<file path="src/rtl/addr_disp_pkg.sv">
// Shared types and constants for the cursor-address 7-segment display.
package addr_disp_pkg;

  typedef enum logic {
    DIG_TENS = 1'b0,
    DIG_ONES = 1'b1
  } dig_state_e;

  localparam int unsigned ADDR_W   = 5;
  localparam int unsigned ADDR_MIN = 1;
  localparam int unsigned ADDR_MAX = 16;

  // Active-high segment patterns, bit order {g,f,e,d,c,b,a}
  localparam logic [6:0] SEG_CODE [0:9] = '{
    7'h3F, 7'h06, 7'h5B, 7'h4F, 7'h66,
    7'h6D, 7'h7D, 7'h07, 7'h7F, 7'h6F
  };
  localparam logic [6:0] SEG_DASH  = 7'h40;
  localparam logic [6:0] SEG_BLANK = 7'h00;

endpackage

</file>
<file path="src/rtl/seg7_decode.sv">
// Decimal digit to active-high 7-segment pattern; dash overrides blank overrides value.
module seg7_decode
  import addr_disp_pkg::*;
(
  input  logic [3:0] value,
  input  logic       blank,
  input  logic       dash,
  output logic [6:0] seg_c
);

  always_comb begin
    seg_c = SEG_BLANK;
    if (dash) begin
      seg_c = SEG_DASH;
    end else if (!blank && (value <= 4'd9)) begin
      seg_c = SEG_CODE[value];
    end
  end

endmodule

</file>
<file path="src/rtl/addr_seg_disp.sv">
// Two-digit multiplexed display of the cursor address with frame-coherent sampling,
// change pulse and a decimal-point blink after each move.
module addr_seg_disp
  import addr_disp_pkg::*;
#(
  parameter int unsigned CLK_HZ         = 24000000,
  parameter int unsigned SCAN_HZ        = 1000,
  parameter int unsigned BLANK_CYC      = 24,
  parameter int unsigned BLINK_FRAMES   = 250,
  parameter bit          SEG_ACTIVE_LOW = 1'b1,
  parameter bit          DIG_ACTIVE_LOW = 1'b1
) (
  input  logic              clk_24m,
  input  logic              rst,
  input  logic [ADDR_W-1:0] addr,
  output logic [7:0]        seg,
  output logic [1:0]        dig,
  output logic              addr_chg
);

  localparam int unsigned SCAN_DIV = CLK_HZ / SCAN_HZ;
  localparam int unsigned CNT_W    = (SCAN_DIV > 1) ? $clog2(SCAN_DIV) : 1;
  localparam int unsigned HOLD_W   = (BLINK_FRAMES > 0) ? $clog2(BLINK_FRAMES + 1) : 1;

  logic [CNT_W-1:0]  cnt;
  logic [HOLD_W-1:0] hold;
  logic [ADDR_W-1:0] addr_q;
  dig_state_e        state;
  dig_state_e        state_next;

  logic              scan_tick_c;
  logic              frame_tick_c;
  logic              addr_valid_c;
  logic [3:0]        ones_c;
  logic [3:0]        dec_value_c;
  logic              dec_blank_c;
  logic              dec_dash_c;
  logic              dp_c;
  logic [1:0]        dig_on_c;
  logic [6:0]        seg7_c;

  assign scan_tick_c  = (cnt == CNT_W'(SCAN_DIV - 1));
  assign frame_tick_c = scan_tick_c && (state == DIG_ONES);
  assign addr_valid_c = (addr_q >= ADDR_W'(ADDR_MIN)) && (addr_q <= ADDR_W'(ADDR_MAX));
  assign ones_c       = (addr_q >= ADDR_W'(10)) ? 4'(addr_q - ADDR_W'(10)) : 4'(addr_q);

  // Digit-slot timebase
  always_ff @(posedge clk_24m) begin
    if (rst || scan_tick_c) begin
      cnt <= '0;
    end else begin
      cnt <= cnt + CNT_W'(1);
    end
  end

  always_ff @(posedge clk_24m) begin
    if (rst) begin
      state <= DIG_TENS;
    end else begin
      state <= state_next;
    end
  end

  always_comb begin
    state_next = state;
    if (scan_tick_c) begin
      state_next = (state == DIG_TENS) ? DIG_ONES : DIG_TENS;
    end
  end

  always_comb begin
    dec_value_c = 4'd1;
    dec_blank_c = 1'b0;
    dec_dash_c  = !addr_valid_c;
    dp_c        = 1'b0;
    dig_on_c    = 2'b00;
    case (state)
      DIG_TENS: begin
        dec_blank_c = (addr_q < ADDR_W'(10));
        dig_on_c    = 2'b10;
      end
      DIG_ONES: begin
        dec_value_c = ones_c;
        dp_c        = addr_valid_c && (hold != '0);
        dig_on_c    = 2'b01;
      end
      default: ;
    endcase
  end

  seg7_decode u_decode (
    .value (dec_value_c),
    .blank (dec_blank_c),
    .dash  (dec_dash_c),
    .seg_c (seg7_c)
  );

  // Address sample at frame boundary; hold counter times the DP blink in frames
  always_ff @(posedge clk_24m) begin
    if (rst) begin
      addr_q   <= ADDR_W'(ADDR_MIN);
      addr_chg <= 1'b0;
      hold     <= '0;
    end else begin
      addr_chg <= 1'b0;
      if (frame_tick_c) begin
        addr_q   <= addr;
        addr_chg <= (addr != addr_q);
      end
      if (addr_chg) begin
        hold <= HOLD_W'(BLINK_FRAMES);
      end else if (frame_tick_c && (hold != '0)) begin
        hold <= hold - HOLD_W'(1);
      end
    end
  end

  // seg latches only at slot start so it never changes under an enabled digit
  always_ff @(posedge clk_24m) begin
    if (rst) begin
      seg <= {8{SEG_ACTIVE_LOW}};
      dig <= {2{DIG_ACTIVE_LOW}};
    end else begin
      if (cnt == '0) begin
        seg <= {dp_c, seg7_c} ^ {8{SEG_ACTIVE_LOW}};
      end
      if (cnt < CNT_W'(BLANK_CYC)) begin
        dig <= {2{DIG_ACTIVE_LOW}};
      end else begin
        dig <= dig_on_c ^ {2{DIG_ACTIVE_LOW}};
      end
    end
  end

endmodule

</file>
<file path="config.mk">
export PLATFORM = sky130hd
export DESIGN_NAME = addr_seg_disp
export DESIGN_NICKNAME = d
export VERILOG_FILES = /design/src/rtl/addr_disp_pkg.sv /design/src/rtl/seg7_decode.sv /design/src/rtl/addr_seg_disp.sv
export SDC_FILE = /design/constraint.sdc
export NUM_CORES = 1
export LEC_CHECK = 0
export CORE_UTILIZATION = 40
export DETAILED_ROUTE_END_ITERATION = 16
export DONT_BUFFER_PORTS = 1
export GPL_TIMING_DRIVEN = 1
export SYNTH_ARGS = -nofsm -noshare
export SYNTH_HDL_FRONTEND = slang
export SYNTH_SLANG_ARGS = --single-unit
</file>
<file path="constraint.sdc">
create_clock -name clk_24m -period 6.3 [get_ports clk_24m]
set_input_delay 0.945 -clock clk_24m [delete_from_list [all_inputs] [get_ports clk_24m]]
set_output_delay 0.945 -clock clk_24m [all_outputs]
set_load 0.02 [all_outputs]
</file>
==> results of run 1 <==
==> power breakdown <==
group,internal [mW],switching (mW)
Combinational,0.00510,0.00740
Sequential,0.254,0.00220
Clock,0.0749,0.0845
Total,0.334,0.0941
==> logic make-up after synthesis <==
family / count (synthesis)
compound gates: 47
flops: 40
buf+inv: 30
mux: 9
xor+xnor: 23
simple gates: 93
fa+ha+maj: 10
==> area by class of cell <==
cell class,count,area [sq um],area share
clock buffers,5,68.8,0.0299
clock inverters,2,12.5,0.00544
inverters,19,71.3,0.0310
multi-input cells,182,1260,0.547
flip-flops and latches,40,801,0.348
well taps,70,87.6,0.0381
==> per-layer routing <==
metal	routed length, um	share of wire	track usage
met1	2320	0.53	0.245
met2	1860	0.42	0.281
met3	205	0.046	0.0503
met4	22	0.0050	0.0494
met5	0	0	0
==> Yosys cell counts (all sizes together), types with 2 or more instances <==
master | number | area share
a2111oi | 2 | 0.0081
nor4 | 3 | 0.0086
mux2i | 7 | 0.032
ha | 10 | 0.058
a31oi | 6 | 0.017
xor2 | 9 | 0.036
a21oi | 2 | 0.0046
nor3b | 3 | 0.010
or2 | 2 | 0.0058
inv | 19 | 0.033
nor3 | 9 | 0.021
nand4 | 3 | 0.0086
o32a | 2 | 0.0092
nor2 | 28 | 0.048
and2 | 2 | 0.0058
or4 | 8 | 0.029
dfxtp | 40 | 0.37
xnor2 | 14 | 0.056
o21ai | 8 | 0.018
o211a | 3 | 0.014
or3 | 5 | 0.014
o22a | 2 | 0.0081
clkbuf | 10 | 0.017
a311oi | 2 | 0.0081
o211ai | 3 | 0.010
o22ai | 2 | 0.0058
nand3 | 11 | 0.025
and3 | 5 | 0.015
mux2 | 2 | 0.010
nor2b | 2 | 0.0058
nand2 | 9 | 0.016
o31ai | 6 | 0.021
==> stage by stage <==
step	power, mW	instance area (sq um)	hold slack (ps)	util	setup slack [ps]
global route	0.450	2300	532	0.445	3450
detailed placement	0.275	2220	487	0.429	3620
finish	0.428	2300	501	0.445	3600
CTS	0.436	2300	503	0.445	3590
floorplan	0.274	2170	453	-	3730
global placement	0.275	2220	474	0.429	3660
==> state kept, by name (all words and copies together), names as in the netlist <==
register / flops
cnt: 15
hold: 8
seg: 8
addr_q: 5
dig: 2
addr_chg: 1
state: 1
==> worst paths after layout <==
path,cells past startpoint,start,slack (ps),to
worst max-delay path,6,cnt[0],3600,seg[3]
worst min-delay path,2,hold[4],500,hold[4]
worst max register to register,6,cnt[0],3600,seg[3]
worst min register to register,2,hold[4],500,hold[4]
==> worst register-to-register path: stages, from the launching register on <==
cell,delay (ps)
sky130_fd_sc_hd__dfxtp_1,360
sky130_fd_sc_hd__inv_1,70
sky130_fd_sc_hd__ha_1,130
sky130_fd_sc_hd__or4b_1,410
sky130_fd_sc_hd__or4_1,660
sky130_fd_sc_hd__or4_4,600
sky130_fd_sc_hd__o32a_1,360
==> metrics list, run 1 <==
- In this run the vertical extent of the chip is roughly 76 um.
- Kind of critical path: reg2reg
- Critical Path Max Stage Delay: between 600 and 700 ps
- For this run, the post-layout net count is 265.
- Clk_skew: just over 9 ps
- The count of buffers added on input and output ports is 0.
- Global Route Usage Sum: 0.180
- Unrepaired setup endpoints after global routing: false
* Number of flops mapped to enable cells by yosys: 0
- Dividing the final minimum period by the clock period gives 0.428.
* Maximum level of the CTS H-tree: 2
* Ys async rst share: 0
* Vias post-DR: between 1500 and 2000
- The floorplan step defined a die boundary enclosing 0.00573 sq mm.
- Buffers added to address setup during post-CTS repair amount to 0.
- Routed wire per std cell: ~14 um
- ANT nets after route: 0
- In this run, placement finished with an instance count of 311.
- Maximum buffer depth of the clock tree: 2
- Cell with the largest stage delay on the worst path: sky130_fd_sc_hd__or4_1
* Hold Violations, Final: 0
- Finished Layout Cells: approximately 320
* Pin count of the biggest net entering global routing: 18
- Clock transition at the registers of the reported paths: roughly 80 ps
- Top fanout value on the critical path: 7
- Of the synthesized area, sequential elements account for 0.368.
- At the pin with the least slew margin, the transition time is around 630 ps.
- Post-route minimum period: between 2000 and 3000 ps
* Dominant combinational cell family by area after synthesis: simple AND/OR/NAND/NOR gates
- Yosys printed 0 warnings.
- The routed design has roughly 4400 um of wire.
- Among all flip-flop cells after synthesis, the most frequent one is sky130_fd_sc_hd__dfxtp_1.
* Mux contribution to synthesized area: 0.0426
- Clock tree synthesis selected as its root buffer the cell sky130_fd_sc_hd__clkbuf_8.
- Of the cells placed in the final design, the portion with a size suffix greater than 1 is 0.0524.
* Hold Path Class: reg2reg
- The HPWL after detailed placement is 3240 um.
- Gpl congestion: 0.835
- Post-Syn Instances: between 200 and 300
- For this block, the initial DRC count from the detailed router was 95.
* Setup TNS after final layout: 0 ps
- The worst setup path is launched from a flop.
* Total grt overflow: 0
* Hold buffers post-CTS: 0
- The library cell used most frequently in the layout, excluding fill and tap cells, is sky130_fd_sc_hd__dfxtp_1.
- Total leakage power: around 0.95 nW
- The clock reaches the later pin of the worst-skew pair after 290 ps.
- Xor and xnor area share after synthesis: 0.0927
- TritonCTS clock tree: done
- Count of clock tree sinks: 40
- Die outline width: ~76 um
- 18 I/O pins were placed.
* Adder-cell share of the synthesized area: 0.0576
- The run finished with clean final reports.
- The initial antenna violation count came to 0.
* Worst EP required: ~6500 ps
- Library cells used by synthesis: 48
* Type of element capturing the critical path: flop
* Inserted Clock Buffers: 5
- Core Box Area: slightly above 0.005 sq mm
- Synthesis inferred 40 register bits.
* Avg Synthesized Cell Area: about 8.6 sq um
* Number of standard-cell rows in the floorplan: 26
* PD cells: 186 mW/mm^2
- Simple-gate share of the synthesized area: 0.225
- Most used cells in the layout excluding fill and tap cells: sky130_fd_sc_hd__dfxtp_1, sky130_fd_sc_hd__nor2_1, sky130_fd_sc_hd__inv_1
- Total inserted antenna cells: 0
* Worst VDD drop: roughly 0.12 mV
- Area growth from synthesis to layout: 5.81%
- The compound-gate portion of the synthesized area came to 0.162.
- The number of nets handed over by synthesis was between 200 and 300.
* Initial standard-cell utilization of the core: 0.420
- The final number of max-transition violations came to 0.
- Synth Cell Area: between 0.002 and 0.0025 sq mm
- Crit-path cells: inv_1 > ha_1 > or4b_1 > or4_1 > or4_4 > o32a_1
* Max-cap check violation count: 0
- In the routed design, unresolved DRC markers number 0.
* Remaining max-slew budget at the tightest pin: 0.575
- Once the clock tree was built, the resizer swapped 0 gates to a different size.
* DR pass1 iterations: 4
- Number of filler cells placed in the layout: ~530
- Wire length of the first global-routing pass: ~7800 um
- Timing would allow up to between 0.3 and 0.4 GHz.
- Using the TritonRoute via totals, the vias-per-cell ratio works out to between 5 and 6.
- Critical path buffer and inverter count: 1
- Setup violations remaining at the end of the flow were counted as 0.
- The number of global-route vias before repair came to 1740.
* Largest delay contributor family on the critical path: simple AND/OR/NAND/NOR gates
- Critical path data arrival time: ~2900 ps
No activity file was read; power rests on OpenSTA's default activity.
==> inputs of run 2 (changes only) <==
clock period = 2.3 ns   (was 6.3 ns; I/O delays follow)
==> metrics list, run 2 (synthesis results as in run 1) <==
- The remaining number of nets flagged by the antenna check after routing was 0 (unchanged).
- The worst reg-to-reg setup slack is 9 ps (was 3600 ps).
- Top achievable clock speed: 0.437 GHz (was 0.370 GHz)
- Kind of critical path: reg2reg (unchanged)
- Most frequent standard cell in the layout excluding fill and tap cells: sky130_fd_sc_hd__dfxtp_1 (unchanged)
- Total design power: 1.23 mW (was 428 uW)
* Clock transition at the registers of the reported paths: 80 ps (about the same)
- Vias post-DR: 1833 (was 1723)
* Post-DR vias/cell: 5.27 (was 5.42)
- The sink count of the clock tree was 40 (unchanged).
- Total leakage power: 1.11 nW (was 0.955 nW)
- Clock tree root driver cell: sky130_fd_sc_hd__clkbuf_8 (unchanged)
* Worst EP required: 2490 ps (was 6470 ps)
- Total half-perimeter wirelength after legalization and detailed placement: 3500 um (was 3240 um)
- The die area is 0.00573 sq mm (unchanged).
- The average wire per cell in the routed design is 14.1 um (was 13.9 um).
- Worst VDD drop: 0.337 mV (was 0.124 mV)
- Reg2Reg Launch Point: cnt[7] (was cnt[0])
- The launch point of the critical path is cnt[7] (was cnt[0]).
* Reg-to-reg critical path endpoint: seg[3] (unchanged)
- The shortest period the worst path allows came to 2290 ps (was 2700 ps).
* Maximum level of the CTS H-tree: 2 (unchanged)
* Inserted Clock Buffers: 5 (unchanged)
* Min-Delay Startpoint: rst (was hold[4])
- The cell area power density is 480 mW/mm^2 (was 186 mW/mm^2).
- The overall die height is 75.7 um (unchanged).
* Detailed-route wire length: 4920 um (was 4410 um)
- Port bufs: 0 (unchanged)
- Number of standard-cell rows in the floorplan: 26 (unchanged)
- TritonCTS clock tree: done (unchanged)
* Initial standard-cell utilization of the core: 0.420 (unchanged)
* Maximum buffer depth of the clock tree: 2 (unchanged)
- Among the stages of the critical path, the cell type that occurs most often is sky130_fd_sc_hd__or4_4.
- The number of design-rule violations left by the first detailed-router iteration came to 81 (was 95).
- The kind of start point of the critical path is a flop (unchanged).
- Biggest registers after layout: cnt: 15 flops, hold: 8 flops, seg: 8 flops (unchanged).
* Hold Path Class: in2reg (was reg2reg)
- Total grt overflow: 0 (unchanged)
- The largest net degree at the start of global routing is 18 (unchanged).
- Crit-path cells: or4_1 > or4_4 > or4_4 > o32a_1 (was inv_1 > ha_1 > or4b_1 > or4_1 > or4_4 > o32a_1).
* Max-cap check violation count: 0 (unchanged)
- The area of the placeable core was 0.00517 sq mm (unchanged).
- Result of the run: finished, final reports clean (unchanged).
- DR pass1 iterations: 4 (unchanged)
- Later-pin clock latency in the skew report: 300 ps (was 290 ps)
- Total inserted antenna cells: 0 (unchanged)
- The global-route wire length before repair was 7940 um (was 7760 um).
- The kind of end point of the critical path is a flop (unchanged).
- Remaining max-slew budget at the tightest pin: 0.708 (was 0.575)
- The final clock skew came to 3.93 ps (was 9.23 ps).
* Fraction of layout instances using a drive strength above 1: 0.183 (was 0.0524)
- The number of flip-flops in the largest register came to 15 (unchanged).
- Crit share post-route: 0.996 (was 0.428)
* Antenna violations before repair: 0 (unchanged)
- Die outline width: 75.7 um (unchanged)
- Worst r2r path cells: 4 (was 6)
- Number of failing setup endpoints in the final timing report: 0 (unchanged)
- Unrepaired setup endpoints after global routing: true (was false).
* Number of max-slew violations in the final report: 0 (unchanged)
- The number of top-level pins is 18 (unchanged).
- Cell with the largest stage delay on the worst path: sky130_fd_sc_hd__or4_1 (unchanged)
- Critical Path Max Stage Delay: 560 ps (was 660 ps)
- The register containing the most flip-flops in the final layout was cnt (unchanged).
* Global Route Usage Sum: 0.187 (was 0.180)
- The cell type group with the largest total delay on the critical path was simple AND/OR/NAND/NOR gates (unchanged).
- The instance count along the most critical hold path came to 1 (was 2).
* Critical path data arrival time: 2480 ps (was 2870 ps)
- Most used cells in the layout excluding fill and tap cells: sky130_fd_sc_hd__dfxtp_1, sky130_fd_sc_hd__buf_4, sky130_fd_sc_hd__nor2_1 (was sky130_fd_sc_hd__dfxtp_1, sky130_fd_sc_hd__nor2_1, sky130_fd_sc_hd__inv_1).
* Critical path buffer and inverter count: 0 (was 1)
- Area growth from synthesis to layout: 17.8% (was 5.81%)
* Hold buffers post-CTS: 0 (unchanged)
* Gpl congestion: 0.821 (was 0.835)
- The final hold violation count came to 0 (unchanged).
- The peak fanout along the critical path came to 3 (was 7).
* Slew of the pin with the lowest slew margin: 427 ps (was 633 ps)
- Number of nets in the layout: 294 (was 265)
- The worst-case hold path end point is addr_q[1] (was hold[4]).
- The number of global-route vias before repair is 1708 (was 1740).
- The total DRC errors in the routed layout was 0 (unchanged).
- Utilization after layout: 0.495 (was 0.445)
-- run 2: per-stage QoR --
step / hold slack (ps) / area, sq um / std cells / setup slack, ps / TNS, ps
2_1_floorplan: 453 / 2180 / 252 / -42.0 / -83.9
3_3_place_gp: 417 / 2430 / 339 / 11.8 / 0
3_5_place_dp: 419 / 2430 / 339 / -16.7 / -20.9
4_1_cts: 84.7 / 2530 / 347 / 2.56 / 0
5_1_grt: 83.3 / 2560 / 348 / -61.5 / -219
6_report: 101 / 2560 / 348 / 9.42 / 0
-- run 2: how the worst max path moves through the flow --
stage | to | slack (ps) | cells after the start
detailed placement | seg[0] | -20 | 6
global placement | seg[0] | 10 | 6
global route | seg[4] | -60 | 6
CTS | seg[3] | 3 | 4
finish | seg[3] | 9 | 4
floorplan | seg[4] | -40 | 5
-- run 2: worst register-to-register path: cells and delay by family, from the launching register on --
family / cells / cell delay [ps]
compound gates: 1 / 300
flops: 1 / 320
simple gates: 3 / 1560
-- run 2: area by class of cell --
type                       instances  area [sq um]
clock inverter                     3          18.8
clock buffer                       5          68.8
sequential                        40           803
tap                               70          87.6
timing repair buffer              29           218
inverter                          19          71.3
multi-input combinational        182          1290
fill                             487          2610
-- run 2: layer usage --
metal | global-route usage | part of all wire | wire length [um]
met1 | 0.255 | 0.51 | 2500
met2 | 0.276 | 0.43 | 2110
met3 | 0.0542 | 0.044 | 215
met4 | 0.0802 | 0.020 | 97
met5 | 0 | 0 | 0
-- run 2: what timing repair did --
| item | in CTS | in global routing |
|---|---|---|
| hold endpoints to repair | 0 | 0 |
| setup endpoints to repair | 5 | 9 |
| pin swaps | 0 | 1 |
| gates resized for setup | 3 | 6 |
| cloned | 0 | 0 |
| buffers inserted | 0 | 1 |
-- run 2: where the power goes --
group          switching [mW]  total, mW  internal [mW]
registers             0.00218      0.698          0.696
logic                  0.0295     0.0574         0.0279
clock network           0.262      0.474          0.212
total                   0.294       1.23          0.936
==> inputs of run 3 (changes only) <==
SYNTH_HIERARCHICAL = 1   (was default)
==> metrics list, run 3 <==
- The layout overhead on the synthesized area was 14.0% (was 17.8%).
- Met3 WL post-DR: 138 um (was 215 um)
* Clock tree root driver cell: sky130_fd_sc_hd__clkbuf_8 (unchanged)
- Total design power: 1.30 mW (was 1.23 mW)
* Biggest registers after layout: cnt: 15 flops, hold: 8 flops, seg: 8 flops (unchanged)
- The maximum vdd ir drop came to 0.265 mV (was 0.337 mV).
- Library cells used by synthesis: 56 (was 48)
- Top-level I/O count: 18 (unchanged)
- The count of placed standard cells including taps came to 344 (was 339).
- Reg2Reg Launch Point: addr_q[2] (was cnt[7])
- Net Count, Synth: 291 (was 269)
- The most frequent cell after synthesis is sky130_fd_sc_hd__dfxtp_1 (unchanged).
- The main flop type after synthesis was sky130_fd_sc_hd__dfxtp_1 (unchanged).
- The path type of the worst setup path was reg2reg (unchanged).
* Total leakage power: 0.907 nW (was 1.11 nW)
- Slew of the pin with the lowest slew margin: 506 ps (was 427 ps)
* TritonCTS clock tree: done (unchanged)
- The maximum level of the CTS H-tree came to 2 (unchanged).
* Finished Layout Cells: 353 (was 348)
- Flops & latches, synth: 40 (unchanged)
* Top achievable clock speed: 0.450 GHz (was 0.437 GHz)
- Global Route Usage Sum: 0.185 (was 0.187)
- Synth area leader: sky130_fd_sc_hd__dfxtp_1 (unchanged)
* Detailed-route wire length: 5100 um (was 4920 um)
- Unrepaired setup endpoints after global routing: true (unchanged)
- PD cells: 502 mW/mm^2 (was 480 mW/mm^2)
- Remaining max-slew budget at the tightest pin: 0.663 (was 0.708)
- Pin count of the biggest net entering global routing: 19 (was 18)
- Most used cells in the layout excluding fill and tap cells: sky130_fd_sc_hd__dfxtp_1, sky130_fd_sc_hd__nand2_1, sky130_fd_sc_hd__nor2_1 (was sky130_fd_sc_hd__dfxtp_1, sky130_fd_sc_hd__buf_4, sky130_fd_sc_hd__nor2_1).
* Vias post-DR: 1977 (was 1833)
- The initial cell density of the core is 0.414 (was 0.420).
* Later-pin clock latency in the skew report: 300 ps (about the same)
* Biggest area contributors in the synthesized netlist: sky130_fd_sc_hd__dfxtp_1, sky130_fd_sc_hd__ha_1, sky130_fd_sc_hd__nand2_1, sky130_fd_sc_hd__nor2_1, sky130_fd_sc_hd__xnor2_1 (was sky130_fd_sc_hd__dfxtp_1, sky130_fd_sc_hd__ha_1, sky130_fd_sc_hd__xnor2_1, sky130_fd_sc_hd__nor2_1, sky130_fd_sc_hd__xor2_1)
- The count of buffers from port buffering was 0 (unchanged).
* Count of clock tree sinks: 40 (unchanged)
- The register containing the most flip-flops in the final layout is cnt (unchanged).
- Clock transition at the registers of the reported paths: 80 ps (about the same)
- Wire length of the first global-routing pass: 8770 um (was 7940 um)
- The kind of start point of the critical path was a flop (unchanged).
- Hold Path Class: in2reg (unchanged)
- The average wire per cell in the routed design was 14.5 um (was 14.1 um).
* Post-layout instance area: 0.00258 sq mm (was 0.00256 sq mm)
- The share of flip-flops with an asynchronous set or reset after synthesis came to 0 (unchanged).
- The post-synthesis average cell area was 8.34 sq um (was 8.62 sq um).
- The top layer reached by signal wires was met4 (unchanged).
- The leading cell type in the layout, fill and taps excluded is sky130_fd_sc_hd__dfxtp_1 (unchanged).
* Total DRC errors in the routed layout: 0 (unchanged)
- Total Die Area: 0.00597 sq mm (was 0.00573 sq mm)
- Placed Area: 0.00243 sq mm (about the same)
- The number of buffers on the longest clock path is 2 (unchanged).
- Die outline width: 77.3 um (was 75.7 um)
* Number of warnings printed during yosys synthesis: 6 (was 0)
- The worst reg-to-reg setup slack is 80 ps (was 9 ps).
- The count of antenna diodes in the layout was 0 (unchanged).
- The start point of the worst hold path was rst (unchanged).
* Inserted Clock Buffers: 5 (unchanged)
- The final hold violation count came to 0 (unchanged).
* Fraction of layout instances using a drive strength above 1: 0.164 (was 0.183)
- The capture instance of the worst register-to-register path was seg[4] (was seg[3]).
- Antenna violations before repair: 0 (unchanged)
- Vertical die dimension: 77.3 um (was 75.7 um)
* Clk_skew: 9.47 ps (was 3.93 ps)
- Number of standard-cell rows in the floorplan: 27 (was 26)
- Max reg flops: 15 (unchanged)
- The instance count along the most critical hold path was 1 (unchanged).
- Gpl congestion: 0.795 (was 0.821)
* Type of element capturing the critical path: flop (unchanged)
- The max-capacitance violation count came to 0 (unchanged).
* Number of nets in the layout: 299 (was 294)
* Number of failing setup endpoints in the final timing report: 0 (unchanged)
- The final number of max-transition violations was 0 (unchanged).
- The routed length on met1 was 2550 um (was 2500 um).
- The post-synthesis instance area came to 0.00227 sq mm (was 0.00217 sq mm).
- Share of the yosys chip area belonging to registers: 0.353 (was 0.368)
* Result of the run: finished, final reports clean (unchanged)
- Post-DR vias/cell: 5.60 (was 5.27)
- The area of the placeable core is 0.00547 sq mm (was 0.00517 sq mm).
- The post-route fraction of the period consumed by the critical path came to 0.967 (was 0.996).
* Routed met2 length: 2330 um (was 2110 um)
* Most frequent cells after synthesis: sky130_fd_sc_hd__dfxtp_1, sky130_fd_sc_hd__nand2_1, sky130_fd_sc_hd__nor2_1 (was sky130_fd_sc_hd__dfxtp_1, sky130_fd_sc_hd__nor2_1, sky130_fd_sc_hd__inv_1)
- The data arrival time at the worst-slack endpoint came to 2400 ps (was 2480 ps).
- The share of Yosys cell area claimed by the top area cell type is 0.353 (was 0.368).
* Worst r2r path cells: 12 (was 4)
- Post-Syn Instances: 272 (was 252)
* Vias in the first global route: 1882 (was 1708)
* Total half-perimeter wirelength after legalization and detailed placement: 3590 um (was 3500 um)
* Count of routing violations after the opening detailed-route iteration: 91 (was 81)
- The shortest period the worst path allows is 2220 ps (was 2290 ps).
- The critical path data required time came to 2470 ps (was 2490 ps).
- The peak fanout along the critical path is 6 (was 3).
- The worst-case hold path end point is addr_q[2] (was addr_q[1]).
* Number of filler cells placed in the layout: 546 (was 487)
* Number of flops mapped to enable cells by yosys: 0 (unchanged)
- Total grt overflow: 0 (unchanged)
- DR pass1 iterations: 4 (unchanged)
* ANT nets after route: 0 (unchanged)
## run 3: cell count changes after synthesis, moves of 6 or more
cell	before	now
sky130_fd_sc_hd__a21oi_1	2	13
sky130_fd_sc_hd__inv_1	19	13
sky130_fd_sc_hd__mux2i_1	7	0
sky130_fd_sc_hd__nand2_1	9	26
sky130_fd_sc_hd__nand2b_1	1	10
sky130_fd_sc_hd__nor2_1	28	22
sky130_fd_sc_hd__o211ai_1	3	9
sky130_fd_sc_hd__xnor2_1	14	8
## run 3: metrics by stage
step	worst slack, ps	hold WS (ps)	setup TNS (ps)	util
after floorplan	13.4	442	0	-
after global placement	50.2	411	0	0.445
after detailed placement	-21.3	412	-21.3	0.445
after CTS	9.91	88.7	0	0.463
after global routing	-51.6	94.1	-62.2	0.472
final	76.0	102	0	0.472
## run 3: per-layer routing
metal,GRT usage,up-vias
met1,0.234,942
met5,0,-
met2,0.299,25
met4,0.0849,0
met3,0.0369,8
li1,-,1002
## run 3: worst max-delay path: stages (launching register included)
cell	delay [ps]
sky130_fd_sc_hd__dfxtp_2	350
sky130_fd_sc_hd__inv_4	50
sky130_fd_sc_hd__ha_4	150
sky130_fd_sc_hd__nand2b_4	60
sky130_fd_sc_hd__a21oi_2	50
sky130_fd_sc_hd__or3_1	300
sky130_fd_sc_hd__and3_4	190
sky130_fd_sc_hd__inv_4	70
sky130_fd_sc_hd__ha_4	140
sky130_fd_sc_hd__o21bai_4	70
sky130_fd_sc_hd__a211o_4	370
sky130_fd_sc_hd__a221oi_2	170
sky130_fd_sc_hd__o211ai_1	100
## run 3: layout make-up
| type | instances | area, sq um | share of cell area |
|---|---|---|---|
| Tap cell | 72 | 90.1 | 0.0348 |
| Multi-Input combinational cell | 201 | 1410 | 0.545 |
| Timing Repair Buffer | 17 | 128 | 0.0494 |
| Inverter | 15 | 61.3 | 0.0237 |
| Clock buffer | 6 | 82.6 | 0.0319 |
| Sequential cell | 40 | 806 | 0.312 |
| Clock inverter | 2 | 10.0 | 0.00387 |
## run 3: cells by family after synthesis
| family | synth area share |
|---|---|
| flops | 0.353 |
| xor+xnor | 0.0579 |
| fa+ha+maj | 0.0662 |
| buf+inv | 0.0568 |
| simple gates | 0.274 |
| compound gates | 0.192 |
## run 3: timing repair
item | 4_1_cts | 5_1_grt
setup endpoints to repair | 3 | 7
gates resized for setup | 2 | 11
hold buffers | 0 | 0
pin swaps | 1 | 6
buffers inserted | 0 | 1
## run 3: worst max-delay path by stage
stage	start	end	slack, ps	cells after the start
6_report	addr_q[2]	seg[4]	80	12
5_1_grt	addr_q[2]	seg[4]	-50	12
4_1_cts	addr_q[2]	seg[4]	10	12
3_5_place_dp	addr_q[2]	seg[4]	-20	12
3_3_place_gp	addr_q[2]	seg[4]	50	12
2_1_floorplan	addr_q[2]	seg[4]	10	12
## run 3: power breakdown
part	leakage, nW	internal (mW)	switching [mW]
Clock	0.0510	0.240	0.253
Combinational	0.531	0.0263	0.0365
Sequential	0.326	0.709	0.0327
